--- src/rtl/tlc5955_gs_buffer.sv ---
// Double-banked grayscale frame store feeding tlc5955_spi: random writes land in the back
// bank, a swap promotes it to the front bank and streams it out in daisy-chain shift order.
module tlc5955_gs_buffer #(
    parameter int DaisyChain = 2,
    parameter int AddrWidth  = 7
) (
    input  logic                 clk,
    input  logic                 reset,
    input  logic                 wr_en,
    input  logic [AddrWidth-1:0] wr_addr,
    input  logic [15:0]          wr_data,
    input  logic                 swap,
    output logic                 swap_pending,
    output logic                 front_bank,
    output logic                 spi_transfer,
    input  logic                 spi_busy,
    input  logic                 next_data,
    output logic [15:0]          data_out,
    output logic                 underrun
);
    localparam int Words = 48 * DaisyChain;
    localparam logic [AddrWidth-1:0] LastAddr = AddrWidth'(Words - 1);

    typedef enum logic [1:0] {IDLE, ARM, STREAM} state_t;

    state_t               state_q;
    state_t               state_d;
    logic                 start;
    logic                 active;
    logic                 drained;
    logic                 pop;
    logic                 last_pop;
    logic [AddrWidth-1:0] rd_ptr;
    logic [AddrWidth-1:0] rd_addr;
    logic [15:0]          ram [2][Words];

    always_comb begin
        state_d = state_q;
        start   = 1'b0;
        unique case (state_q)
            IDLE: begin
                if (swap_pending || swap) begin
                    start   = 1'b1;
                    state_d = ARM;
                end
            end
            ARM: begin
                if (spi_busy) state_d = STREAM;
            end
            STREAM: begin
                if (!spi_busy) state_d = IDLE;
            end
            default: state_d = IDLE;
        endcase
    end

    // The read address looks one word ahead on next_data so the following word is
    // already on data_out in the cycle right after the pop.
    always_comb begin
        active   = (state_q != IDLE);
        pop      = next_data && active && !drained;
        last_pop = pop && (rd_ptr == '0);
        rd_addr  = rd_ptr;
        if (pop && !last_pop) rd_addr = rd_ptr - 1'b1;
    end

    always_ff @(posedge clk) begin
        if (wr_en && (wr_addr <= LastAddr)) begin
            ram[~front_bank][wr_addr] <= wr_data;
        end
    end

    always_ff @(posedge clk) begin
        if (reset) begin
            state_q      <= IDLE;
            front_bank   <= 1'b0;
            swap_pending <= 1'b0;
            spi_transfer <= 1'b0;
            underrun     <= 1'b0;
            rd_ptr       <= LastAddr;
            drained      <= 1'b0;
            data_out     <= '0;
        end else begin
            state_q      <= state_d;
            spi_transfer <= start;
            if (start) begin
                front_bank   <= ~front_bank;
                swap_pending <= 1'b0;
                rd_ptr       <= LastAddr;
                drained      <= 1'b0;
            end else begin
                if (swap) swap_pending <= 1'b1;
                if (pop) begin
                    if (last_pop) drained <= 1'b1;
                    else          rd_ptr  <= rd_ptr - 1'b1;
                end
            end
            // Popping past the last word, or any pop outside a transfer, is a consumer error.
            if (next_data && (!active || drained)) underrun <= 1'b1;
            if (!active || drained || last_pop) data_out <= '0;
            else                                data_out <= ram[front_bank][rd_addr];
        end
    end

endmodule

--- config.mk ---
export PLATFORM = sky130hd
export DESIGN_NAME = tlc5955_gs_buffer
export DESIGN_NICKNAME = d
export VERILOG_FILES = /design/src/rtl/tlc5955_gs_buffer.sv
export SDC_FILE = /design/constraint.sdc
export NUM_CORES = 2
export LEC_CHECK = 0
export ABC_AREA = 0
export CORE_ASPECT_RATIO = 0.7
export CORE_UTILIZATION = 60
export CTS_BUF_LIST = sky130_fd_sc_hd__clkbuf_8
export CTS_CLUSTER_SIZE = 24
export DETAILED_ROUTE_END_ITERATION = 8
export PLACE_DENSITY = 0.76
export SKIP_CTS_REPAIR_TIMING = 1
export SLEW_MARGIN = 20
export SYNTH_ARGS = -nofsm -noshare
export SYNTH_HDL_FRONTEND = slang
export SYNTH_SLANG_ARGS = --single-unit
--- constraint.sdc ---
create_clock -name clk -period 4.6 [get_ports clk]
set_clock_uncertainty 0.15 [all_clocks]
set_input_delay 0.92 -clock clk [delete_from_list [all_inputs] [get_ports clk]]
set_output_delay 0.92 -clock clk [all_outputs]
set_load 0.01 [all_outputs]
==> metrics <==
status completed; critical path fanouts, max 48; CTS clk-pin slew, worst paths 0.06 ns; drt drc 0; Main synth FF type edfxtp_1; wl on met1 about 130000 um; Relative slew margins 18.7%; Pre-Repair DR Iteration Count 8; DPL Wire Length 229000 um; Adder-Cell Fraction of Synth Area 0.0103%; number of fill cells 12100; Peak VDD IR about 0.00038 V; leading cell type in the layout, fill and taps excluded edfxtp_1; Hold Path Origin wr_data[10]; Synth Area per Inst approximately 18 um^2; Clock Power Share 34.7%; pwr/cell area 408 mW/mm^2; Cell Chain, Critical Path inv_1 > ha_1 > or3b_1 > o2111ai_2 > nand3_4 > buf_12 > mux4_2 > nand2_1 > a32o_1 > buf_4 > o21ai_0 > buf_4 > o311ai_0 > buf_4 > o311ai_1 > buf_4; Post-Layout Cell Count roughly 11000; Worst path max stage delay 0.53 ns; DIE WIDTH 539 um; most frequent cells in the layout edfxtp_1, nand2_1, buf_4; CTS tree done; NetSw approximately 14 mW; clk sinks 3103; average vias per placed instance about 6.8; main combinational cell family by area after synthesis multiplexers; RSZ-0062 raised after global routing no; final setup violation count 0; total grt overflow 0; Synth Area in Compound Gates roughly 3.4%; switching share of power 24.6%; combinational cell fraction of total power between 10 and 15%; Routed WL 362000 um; CP Capture Type flop; setup ws final 0.0384 ns; Final min period between 4 and 5 ns; pin count of the biggest net entering global routing roughly 180; post-synthesis sequential area ratio 76.8%; Core Area around 0.20 mm^2; Seq cells post-synth between 3000 and 4000; Worst setup startpoint rd_ptr[1]; Routability Congestion roughly 1.0; top sig layer met5; Multi-input gate area 0.0263 mm^2; setup_tns 0 ns; post-synthesis mux area share 12.0%; final slew viol count 0; placed cell count 9743; cell count after synthesis 6644; clock buffer depth 4; H-tree depth 5; dpl ws -0.718 ns; die height between 300 and 400 um; storage element area around 0.093 mm^2; share of post-route cells with drive strength above 1 24.6%; Worst Path Required 5.40 ns; worst-skew pair later-pin latency just over 1 ns; CP max-delay cell or3b_1; origin of the critical flop-to-flop path rd_ptr[1]; critical path class flop to flop; maxcap violations 0; Final #Nets 7573; row cnt 137; Seq pwr share 55.0%; synthesized cell area 0.121 mm^2; Synth Area in XOR/XNOR 0.0641%; Setup crit start kind flop; FFs w/ async S/R, synth 0%; Hold WC Path Type input pin to flop; Post-Synth Simple-Gate Area 6.01%; Ports between 40 and 50; number of flops mapped to enable cells by yosys 3072; CP most frequent cell buf_4; Hold Fails Final Rpt 0; Internal 42.8 mW; max frequency 0.219 GHz; vias in the first global route 69000; Detail Route Antenna Nets 0; TritonCTS Buffers 438; number of port buffers 48; WL met3 66600 um; Distinct cells, synth 86; synth-to-layout area growth 14.9%; Mapped Nets 6674; Leak 47.2 nW; initial core utilization around three fifths; routed vias 72000; Syn. warnings 0; Root Driver clkbuf_8; routed wl met2 149000 um; total track usage 35.6%; die area 0.203 mm^2; Final period util 99.2%; initial antenna violation count 20; first-pass GRT wire length 507000 um; Slew @ Worst Pin approximately 1.2 ns; worst path arrival time 5.36 ns; Iter 0 DRT Violations 13600; average wire per cell in the routed design 34.4 um
[registers in the layout, summed over array words and instances, names as in the netlist, 2 cells and up, named ones only]
name	count
state_q	2
data_out	16
ram	3072
rd_ptr	7
[cells in the mapped netlist (all sizes together) (6+ instances only)]
cell type,n,area (um^2)
a2111oi,9,80.1
a211oi,13,97.6
a21oi,123,619
a221o,6,60.1
a221oi,28,245
a22oi,7,52.6
a311oi,10,87.6
a31oi,92,576
a32o,11,110
a32oi,94,823
and3,26,163
buf,282,1700
clkbuf,111,417
dfxtp,31,621
edfxtp,3072,92200
inv,7,26.3
mux2,8,90.1
mux2i,356,3560
mux4,481,10800
nand2,1001,3760
nand3,300,1510
nand4,65,407
nor2,236,888
nor2b,11,68.8
nor3,33,170
nor4,10,62.6
o2111ai,11,115
o211ai,19,156
o21ai,39,199
o221ai,9,78.8
o22ai,31,194
o311ai,10,87.6
o31ai,9,67.6
o32ai,8,70.1
or3,6,37.5
[stage by stage]
| step | util, % | cell area [um^2] | power [mW] | hold slack [ns] |
|---|---|---|---|---|
| final | 69.6 | 139000 | 56.7 | 0.115 |
| after global routing | 69.6 | 139000 | 58.1 | 0.0794 |
| after CTS | 69.5 | 139000 | 56.6 | 0.0532 |
| after detailed placement | 65.7 | 131000 | 37.5 | 0.333 |
| after global placement | 65.7 | 131000 | 37.3 | 0.311 |
| after floorplan | - | 121000 | 34.9 | 0.294 |
[cell families (layout without fill, tap and decap cells)]
logic type	Yosys count	in the layout
AO/OA/AOI/OAI	572	572
adder cells (fa/ha/maj)	1	1
multiplexers	845	845
flip-flops	3103	3103
XOR/XNOR	8	8
buffers and inverters	400	1638
other	0	4
AND/OR/NAND/NOR	1715	1715
[final cells by class]
cell class | count | share of cell area [%]
antenna | 4 | 0.00721
sequential | 3103 | 66.9
tap | 2641 | 2.38
timing repair buffer | 852 | 6.24
clock inverter | 331 | 1.10
inverter | 7 | 0.0207
clock buffer | 448 | 4.44
multi-input combinational | 3141 | 19.0
[routing by layer]
metal	vias up	track usage [%]
li1	28400	-
met1	36000	51.4
met2	6664	47.9
met3	890	15.2
met4	16	13.8
met5	-	0
[worst max-delay path, delay by kind of cell, from the launching register on]
kind,cells,cell delay [ns]
AO/OA/AOI/OAI,5,1.33
flip-flops,1,0.31
buffers and inverters,6,1.17
AND/OR/NAND/NOR,3,0.89
adder cells (fa/ha/maj),1,0.27
multiplexers,1,0.27
[path summary, 6_finish.rpt]
kind / cells past startpoint / slack (ns) / endpoint
worst max-delay path: 16 / 0.04 / data_out[13]
worst min-delay path: 1 / 0.12 / ram[0][1386]
worst max register to register: 16 / 0.04 / data_out[13]
worst min register to register: 2 / 0.34 / drained
[power groups by stage]
| stage | Sequential, mW | Clock [mW] | Combinational, mW |
|---|---|---|---|
| finish | 31.2 | 19.7 | 5.86 |
| global route | 31.2 | 20.9 | 6.05 |
| CTS | 31.2 | 19.7 | 5.70 |
| detailed placement | 31.8 | 0 | 5.67 |
| global placement | 31.8 | 0 | 5.57 |
| floorplan | 31.7 | 0 | 3.14 |
Note: power is estimated with default switching activity, not from simulation.
